$ cat config.mk
export PLATFORM = sky130hd
export DESIGN_NAME = hazard_fwd_ctrl
export DESIGN_NICKNAME = d
export VERILOG_FILES = /design/src/rtl/hazard_fwd_ctrl.sv
export SDC_FILE = /design/constraint.sdc
export NUM_CORES = 1
export LEC_CHECK = 0
export ABC_AREA = 1
export BUFFER_PORTS_ARGS = -buffer_cell sky130_fd_sc_hd__buf_4
export CAP_MARGIN = 20
export CORE_MARGIN = 1
export CORE_UTILIZATION = 45
export CTS_CLUSTER_SIZE = 12
export DETAILED_ROUTE_END_ITERATION = 6
export HOLD_SLACK_MARGIN = 0.1
export PLACE_DENSITY = 0.77
export SLEW_MARGIN = 25
export SYNTH_ARGS = -nofsm -noshare
export SYNTH_HDL_FRONTEND = slang
export SYNTH_SLANG_ARGS = --single-unit
$ cat constraint.sdc
create_clock -name clk -period 2.8 [get_ports clk]
set_clock_uncertainty 0.1 [all_clocks]
set_input_delay 0.84 -clock clk [delete_from_list [all_inputs] [get_ports clk]]
set_output_delay 0.84 -clock clk [all_outputs]
set_load 0.01 [all_outputs]
$ cat src/rtl/hazard_fwd_ctrl.sv
// Hazard and forwarding controller for the 5-stage pipeline: E/M/W shadow registers,
// forwarding selects, stall/flush control. Optional perf counters via HAZARD_PERF_EN.
module hazard_fwd_ctrl #(
    parameter int unsigned REG_AW = 5,
    parameter int unsigned CNT_W  = 32
) (
    input  logic              clk,
    input  logic              reset,
    input  logic [REG_AW-1:0] Rs1D,
    input  logic [REG_AW-1:0] Rs2D,
    input  logic [REG_AW-1:0] RdD,
    input  logic              RegWriteD,
    input  logic              LoadD,
    input  logic              PCSrcE,
    input  logic              DMemReadyM,
    output logic [1:0]        ForwardAE,
    output logic [1:0]        ForwardBE,
    output logic              StallF,
    output logic              StallD,
    output logic              StallE,
    output logic              StallM,
    output logic              StallW,
    output logic              FlushD,
    output logic              FlushE,
    output logic [CNT_W-1:0]  LuStallCnt,
    output logic [CNT_W-1:0]  FlushCnt,
    output logic [CNT_W-1:0]  MemStallCnt
);

    localparam logic [1:0] FWD_RF = 2'b00;
    localparam logic [1:0] FWD_WB = 2'b01;
    localparam logic [1:0] FWD_MEM = 2'b10;

    logic [REG_AW-1:0] rs1_e_q, rs1_e_d;
    logic [REG_AW-1:0] rs2_e_q, rs2_e_d;
    logic [REG_AW-1:0] rd_e_q, rd_e_d;
    logic              reg_write_e_q, reg_write_e_d;
    logic              load_e_q, load_e_d;
    logic [REG_AW-1:0] rd_m_q, rd_m_d;
    logic              reg_write_m_q, reg_write_m_d;
    logic [REG_AW-1:0] rd_w_q, rd_w_d;
    logic              reg_write_w_q, reg_write_w_d;

    logic mem_stall;
    logic lw_stall;
    logic flush_d;
    logic flush_e;

    // Most recent producer wins; x0 is never forwarded.
    function automatic logic [1:0] fwd_sel(
        input logic [REG_AW-1:0] rs,
        input logic [REG_AW-1:0] rd_m,
        input logic              rw_m,
        input logic [REG_AW-1:0] rd_w,
        input logic              rw_w
    );
        if (rw_m && (rd_m != '0) && (rd_m == rs)) begin
            return FWD_MEM;
        end else if (rw_w && (rd_w != '0) && (rd_w == rs)) begin
            return FWD_WB;
        end
        return FWD_RF;
    endfunction

    always_comb begin
        mem_stall = !DMemReadyM;
        lw_stall  = load_e_q && (rd_e_q != '0) && ((rd_e_q == Rs1D) || (rd_e_q == Rs2D))
                    && !PCSrcE && !mem_stall;
        flush_d   = PCSrcE && !mem_stall;
        flush_e   = (lw_stall || PCSrcE) && !mem_stall;
    end

    // Outputs are held at zero while reset is asserted.
    always_comb begin
        ForwardAE = FWD_RF;
        ForwardBE = FWD_RF;
        StallF    = 1'b0;
        StallD    = 1'b0;
        StallE    = 1'b0;
        StallM    = 1'b0;
        StallW    = 1'b0;
        FlushD    = 1'b0;
        FlushE    = 1'b0;
        if (!reset) begin
            ForwardAE = fwd_sel(rs1_e_q, rd_m_q, reg_write_m_q, rd_w_q, reg_write_w_q);
            ForwardBE = fwd_sel(rs2_e_q, rd_m_q, reg_write_m_q, rd_w_q, reg_write_w_q);
            StallF    = lw_stall || mem_stall;
            StallD    = lw_stall || mem_stall;
            StallE    = mem_stall;
            StallM    = mem_stall;
            StallW    = mem_stall;
            FlushD    = flush_d;
            FlushE    = flush_e;
        end
    end

    // Shadow pipeline advance; a memory wait freezes every stage.
    always_comb begin
        rs1_e_d       = rs1_e_q;
        rs2_e_d       = rs2_e_q;
        rd_e_d        = rd_e_q;
        reg_write_e_d = reg_write_e_q;
        load_e_d      = load_e_q;
        rd_m_d        = rd_m_q;
        reg_write_m_d = reg_write_m_q;
        rd_w_d        = rd_w_q;
        reg_write_w_d = reg_write_w_q;
        if (!mem_stall) begin
            rd_w_d        = rd_m_q;
            reg_write_w_d = reg_write_m_q;
            rd_m_d        = rd_e_q;
            reg_write_m_d = reg_write_e_q;
            if (flush_e) begin
                rs1_e_d       = '0;
                rs2_e_d       = '0;
                rd_e_d        = '0;
                reg_write_e_d = 1'b0;
                load_e_d      = 1'b0;
            end else begin
                rs1_e_d       = Rs1D;
                rs2_e_d       = Rs2D;
                rd_e_d        = RdD;
                reg_write_e_d = RegWriteD;
                load_e_d      = LoadD;
            end
        end
    end

    always_ff @(posedge clk) begin
        if (reset) begin
            rs1_e_q       <= '0;
            rs2_e_q       <= '0;
            rd_e_q        <= '0;
            reg_write_e_q <= 1'b0;
            load_e_q      <= 1'b0;
            rd_m_q        <= '0;
            reg_write_m_q <= 1'b0;
            rd_w_q        <= '0;
            reg_write_w_q <= 1'b0;
        end else begin
            rs1_e_q       <= rs1_e_d;
            rs2_e_q       <= rs2_e_d;
            rd_e_q        <= rd_e_d;
            reg_write_e_q <= reg_write_e_d;
            load_e_q      <= load_e_d;
            rd_m_q        <= rd_m_d;
            reg_write_m_q <= reg_write_m_d;
            rd_w_q        <= rd_w_d;
            reg_write_w_q <= reg_write_w_d;
        end
    end

`ifdef HAZARD_PERF_EN
    logic [CNT_W-1:0] lu_cnt_q, flush_cnt_q, mem_cnt_q;

    // Event counters wrap naturally at 2^CNT_W.
    always_ff @(posedge clk) begin
        if (reset) begin
            lu_cnt_q    <= '0;
            flush_cnt_q <= '0;
            mem_cnt_q   <= '0;
        end else begin
            if (lw_stall)  lu_cnt_q    <= lu_cnt_q + CNT_W'(1);
            if (flush_d)   flush_cnt_q <= flush_cnt_q + CNT_W'(1);
            if (mem_stall) mem_cnt_q   <= mem_cnt_q + CNT_W'(1);
        end
    end

    assign LuStallCnt  = reset ? '0 : lu_cnt_q;
    assign FlushCnt    = reset ? '0 : flush_cnt_q;
    assign MemStallCnt = reset ? '0 : mem_cnt_q;
`else
    assign LuStallCnt  = '0;
    assign FlushCnt    = '0;
    assign MemStallCnt = '0;
`endif

endmodule

# After elaboration in Yosys (flattened, before gate mapping)
# Index checks and enable logic that the tools add are counted.
[totals]
regBits = 29
elab_cells = 58
out_inout_bits = 107
[classes]
eq_ne = 6
n_reduce_logical = 20
mux = 23
[ops]
columns = ["op", "count"]
rows = [
  ["5-bit equality test", 6],
  ["2-bit 2-to-1 mux", 8],
  ["5-bit 2-to-1 mux", 3],
  ["5-bit nonzero test", 3],
  ["1-bit logical AND", 12],
  ["1-bit 2-to-1 mux", 12],
  ["1-bit logical OR", 3],
  ["1-bit zero test", 2],
]

# Logic depth before layout (Yosys ltp)
[depth]
depth_word = 8
mapped_depth = 10
mapped_depth_nobuf = 9

# Least setup slack after synthesis
# No wires, ideal clock.
[synth_timing]
kind = "input -> output"
from = "in DMemReadyM"
to = "out StallF"
t_arrival_ps = 1815
setup_slack_ps = 45
stages = 7
required_ps = 1860
path_cell_list = "buf_4 -> nor2_1 -> buf_4 -> inv_2 -> buf_2 -> o21ai_0 -> buf_4"
[synth_via]
elab_chain_cells = 3
[synth_lines]
columns = ["item", "line", "source"]
rows = [
  ["start: declaration", "15", "input logic DMemReadyM,"],
  ["1-bit logical AND / 1-bit zero test (equally long branches)", "68, 66", ""],
  ["1-bit logical OR (*)", "n/a", ""],
  ["1-bit 2-to-1 mux (*)", "n/a", ""],
  ["end: declaration", "18", "output logic StallF,"],
]
# Every way passes the cells marked *; elsewhere a longest branch is shown, timed or not.

# Final worst setup path
[layout_timing]
from = "in Rs2D[4]"
to = "out StallD"
[layout_via]
elab_chain_cells = 7
[layout_lines]
columns = ["item", "line", "source"]
rows = [
  ["start: declaration", "10", "input logic [REG_AW-1:0] Rs2D,"],
  ["5-bit equality test", "67", "lw_stall = load_e_q && (rd_e_q != '0) && ((rd_e_q == Rs1D) || (rd_e_q == Rs2D))"],
  ["1-bit logical OR", "67", ""],
  ["1-bit logical AND", "67", ""],
  ["1-bit logical AND (2 in series)", "68", "&& !PCSrcE && !mem_stall;"],
  ["1-bit logical OR", "88", "StallD = lw_stall || mem_stall;"],
  ["1-bit 2-to-1 mux", "84", "if (!reset) begin"],
  ["end: declaration", "19", "output logic StallD,"],
]
# Every way passes these cells.

==> metrics.txt <==
core region area ~4800 um^2; Sequential Area ~580 um^2; Gate power share a little over a fifth; buffers added on ports 31; design area around 2300 um^2; Die Height 74.07 um; initial antenna violation count 0; commonest cells after routing, fill and taps aside conb_1 (96), nand2_1 (41), buf_4 (36); PostCTS Resize Cnt 0; largest family of logic cells by synthesized area buffers and inverters; cells after synthesis about 310; Routed WL per cell 10.24 um; critical setup path kind input port to output port; # diodes 0; cts bufs inserted 5; Num Clock Sinks 29; Placed Instances a little over 400; CTS tree done; Overflow after GRT 0; Seq cells post-synth 29; Starting Density between 40 and 50%; sw power approximately 310 uW; Clock Path Buffers 2; commonest non-fill, non-tap cell in the layout conb_1; vias per inst 4.200; Sw Ratio 31.10%; simple-gate share of the synthesized area roughly 13%; hold buffers post-CTS 0; die width ~74 um; internal power 691.1 uW; routability cong. 0.8680; Syn-to-layout area delta 0.3212%; largest net degree at the start of global routing 22; total power 1.003 mW; Slew Limit Fails 0; fill cell count 497; Clock Latency Late Sink approximately 0.28 ns; Top Ports about 130; Synth Area per Inst approximately 7.5 um^2; async set-reset flop share out of synthesis 0%; DR iter-0 viols between 90 and 100; type of the most critical hold path register to register; TNS Setup 0 ns; Clock transition at path regs 0.06 ns; VDD IR-drop max about 0.25 mV; DIE AREA around 5500 um^2; DRC violations left 0; CTS H-tree lvls 2; share of cells above drive strength 1 18.60%; Post-synth EDFFs 0; Tcrit/Tclk final between 90 and 100%; vias in the first global route approximately 1.4k; setup violation total in the final timing report 0; required time of the critical path between 1.5 and 2 ns; Critical Path End Type output port; Vias approximately 1.7k; Root Driver clkbuf_8; P_leak between 1 and 1.5 nW; YS warnings 0; max capacitance violation total 0; CP Data Arrival Time 1.77 ns; area share of xor/xnor cells in the synthesized design approximately 5.2%; final wirelength 4209 um; nets@finish 365; Flop pwr share ~45%; status finished clean; Clock power frac 34.7%; dominant synthesized flop cell dfxtp_1; post-CTS setup buffers 0; area of the multi-input gates between 1000 and 1500 um^2; All-Layer GR Usage ~15%; CP Launch Type input port; Seq/Total Area, Yosys 24.84%; PwrDens 427.8 nW/um^2; Compound-Gate Fraction of Synth Area about 16%; Detailed Routing Iterations Pass 1 4; fmax around 370 MHz; Final Instance Count excl. Fillers approximately 410; num rows 25; cell area after synthesis ~2300 um^2; post-synthesis adder-cell area fraction 0%; Final Hold Fails 0; DRT antenna net count 0; Max Fanout on Critical Path 3; number of library cell types mapped by synthesis 28; DP HPWL 3243 um; multiplexer area fraction after synthesis 0%; global-route wire length before repair between 6000 and 7000 um; Post-DP Area 2246 um^2; min Tclk post-route 2.709 ns
## logic make-up (layout without fill, tap and decap cells)
kind of cell / Yosys count / in the layout
buf+inv: 142 / 78
xor+xnor: 14 / 14
other cells: 1 / 96
flops: 29 / 29
compound gates: 56 / 56
simple gates: 71 / 71
## per-layer routing
layer	GRT usage, %	up-vias	part of all wire, %
met3	4.336	3	6.8
met1	19.42	771	44
met5	0	-	0
met4	5.128	0	0.97
met2	25.05	85	49
li1	-	867	-
## area by class of cell
type	instances	share of cell area, %
flip-flops and latches	29	24.76
repair buffers	36	11.53
inverters	35	5.603
multi-input cells	237	50.85
clock buffers	7	3.682
well taps	67	3.575
## sequential cells by signal (all words and copies together) (netlist names)
signal and cells:
rd_e_q 5, reg_write_w_q 1, rs2_e_q 5, load_e_q 1, rd_w_q 5, reg_write_e_q 1, rd_m_q 5, rs1_e_q 5
reg_write_m_q 1
## power groups by stage
stage / logic, mW / registers (mW) / clock network (mW)
after CTS: 0.205 / 0.446 / 0.350
after global routing: 0.238 / 0.448 / 0.371
after detailed placement: 0.204 / 0.455 / 0
final: 0.209 / 0.446 / 0.348
after floorplan: 0.257 / 0.450 / 0
after global placement: 0.202 / 0.454 / 0
## worst max-delay path, stage by stage
cell	delay, ns
buf_4	0.12
nand2_1	0.05
nand2_1	0.07
nor2_1	0.11
nand3_1	0.08
nand2_1	0.11
nand2_4	0.09
o21ai_2	0.15
buf_4	0.14
## worst paths after layout
check | startpoint | endpoint | slack [ns] | depth (start not counted)
max | Rs2D[4] | StallD | 0.09 | 9
max reg2reg | rd_e_q[4] | rd_e_q[4] | 1.25 | 9
min | reg_write_e_q | reg_write_m_q | 0.36 | 2
min reg2reg | reg_write_e_q | reg_write_m_q | 0.36 | 2
## synthesized netlist by cell type, drive strengths merged (3+ instances only)
cell / n / area share [%]
nor3: 3 / 0.64
a21oi: 21 / 6.4
buf: 106 / 34
o22ai: 10 / 2.7
nor2: 13 / 2.4
nand2: 43 / 7.3
a22oi: 17 / 5.5
inv: 35 / 5.6
o21ai: 7 / 1.5
dfxtp: 29 / 25
xor2: 8 / 3.0
nand3: 4 / 0.86
xnor2: 6 / 2.2
nand4: 5 / 1.3
## stage by stage
step	util, %	worst slack [ns]	hold WS (ns)
floorplan	-	0.04492	0.3283
global placement	46.32	0.03699	0.3427
detailed placement	46.32	0.02371	0.3509
CTS	48.10	0.005969	0.3653
global route	48.36	-0.008940	0.4191
finish	48.36	0.09052	0.3591
(Power assumes the default switching activity.)
